===== config.mk =====
export PLATFORM = sky130hd
export DESIGN_NAME = pipeline_n
export DESIGN_NICKNAME = d
export VERILOG_FILES = /design/src/rtl/pipeline_pkg.sv /design/src/rtl/pipeline_slice.sv /design/src/rtl/pipeline_n.sv
export SDC_FILE = /design/constraint.sdc
export NUM_CORES = 1
export LEC_CHECK = 0
export CAP_MARGIN = 20
export CELL_PAD_IN_SITES_DETAIL_PLACEMENT = 0
export CELL_PAD_IN_SITES_GLOBAL_PLACEMENT = 1
export CORE_UTILIZATION = 24
export CTS_CLUSTER_SIZE = 12
export DETAILED_ROUTE_END_ITERATION = 12
export PLACE_DENSITY_LB_ADDON = 0.1
export SLEW_MARGIN = 15
export SYNTH_ARGS = -nofsm -noshare
export SYNTH_HDL_FRONTEND = slang
export SYNTH_HIERARCHICAL = 1
export SYNTH_SLANG_ARGS = --single-unit

===== constraint.sdc =====
create_clock -name clk -period 3.45 [get_ports clk]
set_input_delay 0.69 -clock clk [delete_from_list [all_inputs] [get_ports clk]]
set_output_delay 0.69 -clock clk [all_outputs]
set_load 0.01 [all_outputs]

===== src/rtl/pipeline_pkg.sv =====
// Shared definitions for the valid/ready register pipeline.
// Latency: n/a (package only).
// Backpressure: n/a; provides the occupancy counter width helper.
package pipeline_pkg;

   // Bits needed to represent 0..depth occupied slices.
   function automatic int cnt_w(input int depth);
      return $clog2(depth + 1);
   endfunction

endpackage


===== src/rtl/pipeline_slice.sv =====
// One pipeline register slice: a valid bit plus a data word with load enable.
// Latency: one clock edge from i_load to o_v/o_d.
// Backpressure: none locally; the parent decides when i_load is asserted.
// Ports: clk/rstn clock and async active-low reset; i_clr clears valid only;
//        i_load enables a load of i_v (and of i_d when i_v is set); o_v/o_d registered contents.
module pipeline_slice #(
   parameter int WIDTH = 32
) (
   input  logic             clk,
   input  logic             rstn,
   input  logic             i_clr,
   input  logic             i_load,
   input  logic             i_v,
   input  logic [WIDTH-1:0] i_d,
   output logic             o_v,
   output logic [WIDTH-1:0] o_d
);

   logic             r_v;
   logic [WIDTH-1:0] r_d;

   always_ff @(posedge clk or negedge rstn) begin
      if (!rstn) begin
         r_v <= 1'b0;
         r_d <= '0;
      end else begin
         if (i_clr)
            r_v <= 1'b0;
         else if (i_load)
            r_v <= i_v;
         // Data only moves with a real word so an emptied slice keeps its last value.
         if (i_load && i_v)
            r_d <= i_d;
      end
   end

   assign o_v = r_v;
   assign o_d = r_d;

endmodule


===== src/rtl/pipeline_n.sv =====
// DEPTH-slice valid/ready register pipeline with bubble collapsing, flush and occupancy count.
// Latency: word accepted at edge N reaches the output slice at edge N+DEPTH-1 (empty pipe).
// Backpressure: in_ready = an empty slot exists at or ahead of any stall; combinational from out_ready.
// Ports: clk/rstn; flush synchronous clear; in_valid/in_data/in_ready upstream;
//        out_valid/out_data/out_ready downstream (outputs registered); count occupied slices.
module pipeline_n
   import pipeline_pkg::*;
#(
   parameter int WIDTH = 32,
   parameter int DEPTH = 4
) (
   input  logic                      clk,
   input  logic                      rstn,
   input  logic                      flush,
   input  logic                      in_valid,
   input  logic [WIDTH-1:0]          in_data,
   output logic                      in_ready,
   output logic                      out_valid,
   output logic [WIDTH-1:0]          out_data,
   input  logic                      out_ready,
   output logic [cnt_w(DEPTH)-1:0]   count
);

   localparam int CW = cnt_w(DEPTH);

   logic [DEPTH:0]   w_rdy;
   logic [DEPTH-1:0] w_v;
   logic [DEPTH-1:0] w_up_v;
   logic [DEPTH-1:0] w_v_nxt;
   logic [WIDTH-1:0] w_d    [DEPTH];
   logic [WIDTH-1:0] w_up_d [DEPTH];
   logic [CW-1:0]    w_cnt_nxt;
   logic [CW-1:0]    r_count;

   // Ready ripples from the output back: a slice can load if it is empty
   // or the slice ahead of it is also moving this cycle.
   always_comb begin
      w_rdy        = '0;
      w_rdy[DEPTH] = out_ready;
      for (int i = DEPTH - 1; i >= 0; i--)
         w_rdy[i] = ~w_v[i] | w_rdy[i+1];
   end

   assign in_ready = w_rdy[0] & ~flush & rstn;

   always_comb begin
      w_up_v    = '0;
      w_up_v[0] = in_valid & in_ready;
      for (int i = 1; i < DEPTH; i++)
         w_up_v[i] = w_v[i-1];
   end

   genvar g;
   generate
      for (g = 0; g < DEPTH; g++) begin : g_slice
         if (g == 0) begin : g_head
            assign w_up_d[g] = in_data;
         end else begin : g_body
            assign w_up_d[g] = w_d[g-1];
         end

         pipeline_slice #(.WIDTH(WIDTH)) u_slice (
            .clk    (clk),
            .rstn   (rstn),
            .i_clr  (flush),
            .i_load (w_rdy[g]),
            .i_v    (w_up_v[g]),
            .i_d    (w_up_d[g]),
            .o_v    (w_v[g]),
            .o_d    (w_d[g])
         );
      end
   endgenerate

   // Mirror of the slices' next valid bits so count is registered in step with them.
   always_comb begin
      w_v_nxt   = '0;
      w_cnt_nxt = '0;
      for (int i = 0; i < DEPTH; i++) begin
         w_v_nxt[i] = flush ? 1'b0 : (w_rdy[i] ? w_up_v[i] : w_v[i]);
         w_cnt_nxt  = w_cnt_nxt + CW'(w_v_nxt[i]);
      end
   end

   always_ff @(posedge clk or negedge rstn) begin
      if (!rstn)
         r_count <= '0;
      else
         r_count <= w_cnt_nxt;
   end

   assign out_valid = w_v[DEPTH-1];
   assign out_data  = w_d[DEPTH-1];
   assign count     = r_count;

endmodule

Word level (Yosys, flattened, before mapping)
Cells that the tools add are included.

Register bits after elaboration: 135. Input bits: 37. Output and inout port bits: 37. Word-level logic and storage cells: 36.

$add $sub $neg: 3. Muxes and demuxes: 8. Bitwise logic cells: 12. Reduce and logical (&&, ||, !) cells: 4.

Operators by type and width (number): $mux W1 (8); $not A1 Y1 (5); $logic_and A1 B1 Y1 (4); $or A1 B1 Y1 (4); $add A2 B1 Y3 (1); $add A3 B1 Y3 (1); $and A1 B1 Y1 (3); $add A1 B1 Y2 (1).

Longest topological paths before layout
Gate-level depths: netlist of the first run.

Depth after elaboration: 13. Gate-level depth with buffers: 6.

Cells and area by module
Netlist of the first run, hierarchy kept.

Modules (own cells, without submodules): pipeline_slice (instances 4, cells an instance 71, area an instance 1346.3 um2, sequential area each 825.8 um2); pipeline_n (instances 1, cells an instance 22, area an instance 217.7 um2, sequential area each 75.1 um2).

Worst setup path after synthesis of the first run
OpenSTA, ideal clock, no wires.

Path type: input -> register. Start point: input port out_ready. End point: register r_count[1], in the netlist count[1]. Library setup time: 0.126 ns. Data arrival time: 2.145 ns. Data required time: 3.324 ns. Slack: 1.179 ns. Stages: 6. Buffers on the path: 0. Path through: and4b_2 > inv_2 > o31ai_2 > fa_1 > ha_1 > ha_1.

Cells in the longest elaborated chain, start to end: 12.

Ends and longest elaborated chain: start, declared (line pipeline_n.sv:20) `input logic out_ready,`; $or A1 B1 Y1 * (3 in series) (line pipeline_n.sv:41) `w_rdy[i] = ~w_v[i] | w_rdy[i+1];`; named net w_rdy[1] (line pipeline_n.sv:26) `logic [DEPTH:0] w_rdy;`; $or A1 B1 Y1 (line pipeline_n.sv:41); $and A1 B1 Y1 (2 in series) (line pipeline_n.sv:44) `assign in_ready = w_rdy[0] & ~flush & rstn;`; $and A1 B1 Y1 (line pipeline_n.sv:48) `w_up_v[0] = in_valid & in_ready;`; $mux W1 (2 in series); $add A1 B1 Y2 * (line pipeline_n.sv:81) `w_cnt_nxt = w_cnt_nxt + CW'(w_v_nxt[i]);`; $add A2 B1 Y3 * (line pipeline_n.sv:81); $add A3 B1 Y3 * (line pipeline_n.sv:81); named net w_cnt_nxt[1] (line pipeline_n.sv:32) `logic [CW-1:0] w_cnt_nxt;`; end signal, assigned (line pipeline_n.sv:89) `r_count <= w_cnt_nxt;`; end, declared (line pipeline_n.sv:33) `logic [CW-1:0] r_count;`.

The timed path passes the listed nets; every way through them passes the cells marked *. A chain may end at the register's enable or synchronous reset.

Final worst setup path of the first run
Start point: input port out_ready. End point: output port in_ready.

Cells in the longest elaborated chain, start to end: 6.

Ends and longest elaborated chain: $or A1 B1 Y1 (4 in series) (line pipeline_n.sv:41); $and A1 B1 Y1 (2 in series) (line pipeline_n.sv:44); end, declared (line pipeline_n.sv:17) `output logic in_ready,`.

No other way between the ends.

==> key figures, run 1 <==
STA
  – Fmax achieved: 349 MHz
  – Final min period: 2.87 ns
  – RSZ-0062 raised after global routing: no
  – Rel. slew slack: 44.8%
  – Setup violators final: 0
  – Fin crit share: 83.1%
  – Setup TNS: 0 ns
  – Worst Slack Setup Final: 0.582 ns
  – Worst Skew: 0.00524 ns
  – Worst-Margin Slew: 0.827 ns
  – Final Hold Fails: 0
  – Max Slew Vio Count: 0

Global route
  – Initial antenna violation count: 0
  – Vias in the first global route: 3070
  – First-pass GRT wire length: 18.4 mm
  – Total grt overflow: 0
  – Largest net degree at the start of global routing: 64
  – GRT Util Overall: 10.4%

Synthesis
  – Count of state elements after synthesis: 135
  – Share of the synthesized area in the top cell type: 60.3%
  – Main combinational cell family by area after synthesis: multiplexers
  – Top post-synthesis cells by area: dfrtp_1, mux2_4, buf_6, mux2_2, a21oi_1
  – Synth Area in Simple Gates: 1.70%
  – Sequential fraction of the synthesis area: 60.3%
  – Warnings from Yosys: 6
  – Largest area contributor in the netlist: dfrtp_1
  – Adder-cell area share of the yosys netlist: 0.804%
  – Post-synthesis xor/xnor area fraction: 0%
  – Mapped Nets: 346
  – Post-synthesis compound-gate area fraction: 1.03%
  – Cell variety after synth: 16
  – Mapped Avg Cell Area: 18.3 µm²
  – Post-synthesis mux area share: 33.5%
  – Post-Synthesis Cell Area: 5600 µm²
  – Post-Synthesis Cells: 306

Clocking
  – Clock Root Buffer: clkbuf_16
  – CTS sink cnt: 135
  – Longest Clk Path Bufs: 2
  – CTS Buf Count: 17
  – CTS Hold Buffers Added: 0
  – Worst-skew pair later-pin latency: 0.42 ns
  – Htree depth: 4
  – Setup repair bufs after CTS: 0
  – CTS tree: built
  – Cts repair resizes: 0
  – Clock slew at reported path FFs: 0.06 ns

Placement
  – DP Wirelength: 6.81 mm
  – Placed cells: 690
  – Pre-CTS setup slack: 0.583 ns
  – IO buf count: 73
  – Routability congestion estimate: 0.691

Worst hold path
  – Hold/Removal Path Class: input port to async pin

Final layout
  – Most frequent cells in the layout: dfrtp_1, mux2_4, clkdlybuf4s50_1
  – Synthesis-to-layout area growth: 30.5%
  – Commonest non-fill, non-tap cell in the layout: dfrtp_1
  – Final Non-Filler Cells: 723
  – # nets final: 436
  – Share of layout cells above drive strength 1: 43.8%

Run
  – Max-cap check violation count: 0

Critical path
  – Arrival time at the worst endpoint: 2.18 ns
  – WP data required: 2.76 ns
  – Critical path class: input port to output pin
  – Reg2reg setup slack: 1.38 ns
  – Beginning of the critical path: out_ready
  – Crit. End Element: output pin
  – Worst setup SP type: input port
  – FF-to-FF Start: g_slice[2].u_slice/o_v
  – CP Max Fanout: 4

Detailed routing
  – Pre-antenna DRT Iters: 5
  – Via density per instance: 3.85
  – Final wirelength: 11.2 mm
  – DRC Markers: 0
  – Antenna viol nets, final: 0
  – Drt wl/cell: 15.6 µm
  – DR vias: 2784
  – Initial DRC Count: 75

Power and ir drop
  – Pleak: 0.00357 µW
  – Total power divided by cell area: 679 nW/µm²
  – VDD IR max: 0.296 mV

Outcome
  – Status: complete, no violations

Floorplanning
  – Die width: 155 µm
  – Chip height: 155 µm
  – Initial Utilization: 24.6%
  – Rows: 55
  – Die area: 24000 µm²
  – I/O pins: 74
  – Core Area: 22800 µm²
-- layer usage --
metal  GRT usage, %  part of all wire (%)
met1           14.0                    49
met2           15.4                    44
met3           3.45                   4.7
met4           4.10                   1.6
met5              0                     0
-- synthesized netlist by cell type --
library cell,count
nand3b_1,2
mux2_4,116
fa_1,1
mux2_2,12
o31ai_2,1
a21oi_1,9
dfrtp_1,135
nand2_2,4
nand2b_1,5
inv_2,1
and4b_2,1
nand2_1,1
or2b_2,1
buf_6,12
inv_1,3
ha_1,2
-- worst paths after layout --
kind                                         endpoint  cells after the start
hold / removal             g_slice[2].u_slice/o_d[30]                      1
min in group clk           g_slice[0].u_slice/o_d[28]                      1
max in group asynchronous   g_slice[0].u_slice/o_d[1]                      2
setup / recovery                             in_ready                      4
setup reg to reg                             count[1]                      6
hold reg to reg            g_slice[0].u_slice/o_d[28]                      1
-- area by class of cell --
class / instances / area (µm²)
Antenna cell: 1 / 2.50
Clock buffer: 20 / 467
Multi-Input combinational cell: 155 / 2070
Fill cell: 2236 / 15500
Clock inverter: 12 / 174
Tap cell: 313 / 392
Timing Repair Buffer: 83 / 807
Inverter: 4 / 15.0
Sequential cell: 135 / 3380
-- critical path: stages --
cell and delay, ns:
clkdlybuf4s50_1 0.50, and4b_2 0.28, a21oi_1 0.15, clkdlybuf4s50_1 0.56
-- through the flow --
step	total power, µW	hold WS (ns)	utilization [%]	cell area, µm²
2_1_floorplan	2740	0.394	-	5600
3_3_place_gp	3020	0.484	29.3	6670
3_5_place_dp	3040	0.490	29.3	6670
4_1_cts	5050	0.127	32.1	7310
5_1_grt	5230	0.129	32.1	7310
6_report	4970	0.134	32.1	7310
-- flip-flops by register name, indices dropped and copies added, names as in the netlist --
| name | cells |
|---|---|
| g_slice.u_slice/o_d | 128 |
| g_slice.u_slice/o_v | 4 |
| count | 3 |
-- cells by family after synthesis --
logic type | Yosys count
AOI/OAI and AO/OA | 10
muxes | 128
adders and majority gates | 3
buffers and inverters | 16
DFF | 135
and+or+nand+nor | 14
-- power breakdown --
part	switching (µW)	internal, µW
sequential	219	1970
combinational	200	615
clock	697	1260
total	1120	3850
No activity file was read; power rests on OpenSTA's default activity.
==> inputs of run 2 (changes only) <==
==> constraint.sdc (replaced) <==
create_clock -name clk -period 2.85 [get_ports clk]
set_input_delay 0.57 -clock clk [delete_from_list [all_inputs] [get_ports clk]]
set_output_delay 0.57 -clock clk [all_outputs]
set_load 0.01 [all_outputs]
==> run 2 against run 1 <==
  * Worst setup slack worse by 0.46 ns
  * Sequential share of layout area is 0.10 points higher
  * Final area is 0.22% lower
  * Clock skew is 0.0016 ns higher
  * Routed wire length is 1.9% lower
  * Highest routed layer unchanged
==> key figures, run 2 (same netlist as run 1, synthesis figures left out) <==
Power and ir drop
  – Power share of the sequential group: 46.0% (was 44.1%)
  – Pleak: 0.00356 µW (was 0.00357 µW)
  – Gate power share: 17.4% (was 16.4%)
  – Net Sw Power: 1340 µW (was 1120 µW)
  – Total power divided by cell area: 787 nW/µm² (was 679 nW/µm²)
  – Clock Power Share: 36.7% (was 39.5%)
  – P_int: 4400 µW (was 3850 µW)
  – Switching share of power: 23.4% (was 22.5%)
  – VDD IR max: 0.290 mV (was 0.296 mV)

Placement
  – IO buf count: 73 (unchanged)
  – Routability congestion estimate: 0.649 (was 0.691)
  – DP Wirelength: 6.79 mm (was 6.81 mm)

STA
  – Worst Skew: 0.00686 ns (was 0.00524 ns)
  – Fin crit share: 95.7%
  – Rel. slew slack: 42.6% (was 44.8%)
  – Final min period: 2.73 ns
  – Max Slew Vio Count: 0 (unchanged)
  – RSZ-0062 raised after global routing: no (unchanged)
  – Setup TNS: 0 ns (unchanged)
  – Final Hold Fails: 0 (unchanged)
  – Worst-Margin Slew: 0.860 ns (was 0.827 ns)
  – Fmax achieved: 367 MHz
  – Setup violators final: 0 (unchanged)

Global route
  – First-pass GRT wire length: 18.2 mm (was 18.4 mm)
  – Initial antenna violation count: 0 (unchanged)
  – GRT Util Overall: 10.2% (was 10.4%)
  – Largest net degree at the start of global routing: 66 (was 64)
  – Vias in the first global route: 3101 (was 3070)
  – Total grt overflow: 0 (unchanged)

Floorplanning
  – I/O pins: 74 (unchanged)
  – Rows: 55 (unchanged)
  – Core Area: 22800 µm² (unchanged)
  – Chip height: 155 µm (unchanged)
  – Die width: 155 µm (unchanged)
  – Die area: 24000 µm² (unchanged)
  – Initial Utilization: 24.6% (unchanged)

Worst hold path
  – Hold/Removal Path Class: flip-flop to flip-flop (was input port to async pin)
  – Hold Path Depth: 1

Critical path
  – Crit-path cells: dlygate4sd3_1 > buf_6 > nand2b_1 > a21oi_1 > clkdlybuf4s50_1 (was clkdlybuf4s50_1 > and4b_2 > a21oi_1 > clkdlybuf4s50_1)
  – CP Max Fanout: 24 (was 4)
  – Arrival time at the worst endpoint: 2.16 ns (was 2.18 ns)
  – Crit. End Element: output pin (unchanged)
  – Critical path class: input port to output pin (unchanged)
  – Crit path buffers/inverters: 3 (was 2)
  – Max incr delay on CP: 0.57 ns (was 0.56 ns)
  – WP data required: 2.28 ns (was 2.76 ns)
  – Slowest CP cell: clkdlybuf4s50_1 (unchanged)
  – Crit-path leading delay family: buffers and inverters (unchanged)
  – Worst setup SP type: input port (unchanged)
  – Worst Reg-to-Reg Cells: 6 (unchanged)
  – WP depth: 5 (was 4)

Final layout
  – Fillers: 2230 (was 2236)
  – Max FFs per register: 128 (unchanged)
  – # nets final: 438 (was 436)
  – Most frequent cells in the layout: dfrtp_1, mux2_4, clkdlybuf4s50_1 (unchanged)
  – Post-layout util: 32.0% (was 32.1%)
  – Commonest non-fill, non-tap cell in the layout: dfrtp_1 (unchanged)
  – Share of layout cells above drive strength 1: 43.8% (about the same)
  – Area of the multi-input gates: 2070 µm² (unchanged)
  – Synthesis-to-layout area growth: 30.2% (was 30.5%)
  – Register area: 3380 µm² (unchanged)

Clocking
  – Worst-skew pair later-pin latency: 0.41 ns (was 0.42 ns)
  – Cts repair resizes: 0 (unchanged)
  – Htree depth: 4 (unchanged)
  – CTS Buf Count: 17 (unchanged)
  – Clock Root Buffer: clkbuf_16 (unchanged)
  – CTS tree: built (unchanged)
  – Clock slew at reported path FFs: 0.06 ns (about the same)
  – Longest Clk Path Bufs: 2 (unchanged)
  – CTS sink cnt: 135 (unchanged)

Detailed routing
  – Antenna viol nets, final: 0 (unchanged)
  – DR vias: 2713 (was 2784)
  – Pre-antenna DRT Iters: 4 (was 5)
  – DRC Markers: 0 (unchanged)
  – Final wirelength: 11.0 mm (was 11.2 mm)
  – Initial DRC Count: 54 (was 75)
  – Via density per instance: 3.74 (was 3.85)
  – Drt wl/cell: 15.2 µm (was 15.6 µm)

Outcome
  – Status: complete, no violations (unchanged)

Run
  – Max-cap check violation count: 0 (unchanged)
==> run 2: cell types whose count changed in the layout (fill, tap and decap cells not counted), sizes merged <==
cell | previous run | this run
clkinv | 4 | 7
dlygate4sd3 | 0 | 1
bufinv | 4 | 1
buf | 11 | 12
==> run 2: through the flow <==
stage | cell area (µm²) | total power, µW | setup WS, ns | hold WS (ns) | cells
2_1_floorplan | 5600 | 3320 | 0.699 | 0.274 | 306
6_report | 7290 | 5740 | 0.123 | 0.502 | 725
5_1_grt | 7290 | 6060 | 0.00401 | 0.518 | 724
4_1_cts | 7290 | 5860 | 0.0799 | 0.506 | 724
3_5_place_dp | 6710 | 3680 | 0.135 | 0.439 | 691
3_3_place_gp | 6710 | 3660 | 0.132 | 0.435 | 691
==> run 2: power groups by stage <==
stage | Clock [µW] | Combinational [µW] | Sequential (µW)
after detailed placement | 0 | 1000 | 2680
after global routing | 2280 | 1080 | 2710
after CTS | 2200 | 1010 | 2650
after global placement | 0 | 989 | 2670
final | 2100 | 997 | 2640
after floorplan | 0 | 694 | 2630
==> run 2: metal layers <==
metal  share of wire, %  global-route usage [%]  vias to the layer above
met5                  0                       0                        -
met1                 50                    14.0                     1390
met3                4.2                    3.36                        9
met2                 44                    15.0                       54
li1                   -                       -                     1260
met4                1.2                    3.82                        0
==> run 2: worst paths after layout <==
path                                            start                    endpoint  slack (ns)
hold reg to reg            g_slice[3].u_slice/o_d[28]  g_slice[3].u_slice/o_d[28]        0.50
setup reg to reg               g_slice[2].u_slice/o_v                    count[1]        0.79
min in group asynchronous                        rstn  g_slice[2].u_slice/o_d[25]        0.57
hold / removal             g_slice[3].u_slice/o_d[28]  g_slice[3].u_slice/o_d[28]        0.50
max in group asynchronous                        rstn   g_slice[2].u_slice/o_d[9]        1.14
setup / recovery                                 rstn                    in_ready        0.12
==> run 2: final cells by class <==
type / count / area share, %
Multi-Input combinational cell: 155 / 28.4
Sequential cell: 135 / 46.3
Inverter: 4 / 0.206
Timing Repair Buffer: 85 / 11.8
Antenna cell: 1 / 0.0343
Clock buffer: 20 / 6.40
Clock inverter: 12 / 1.41
Tap cell: 313 / 5.37
==> run 2: repair_timing <==
action / in CTS / in global routing
hold buffers: 1 / 0
endpoints found under the setup margin: 0 / 0
setup buffers: 0 / 0
hold endpoints to repair: 9 / 0
==> inputs of run 3 (changes only) <==
--- a/config.mk
+++ b/config.mk
@@ -12,7 +12,6 @@
 export CTS_CLUSTER_SIZE = 12
 export DETAILED_ROUTE_END_ITERATION = 12
 export PLACE_DENSITY_LB_ADDON = 0.1
-export SLEW_MARGIN = 15
 export SYNTH_ARGS = -nofsm -noshare
 export SYNTH_HDL_FRONTEND = slang
 export SYNTH_HIERARCHICAL = 1
==> results of run 3 <==
Same layout as run 2: the final DEF is identical, and so are final timing and power.
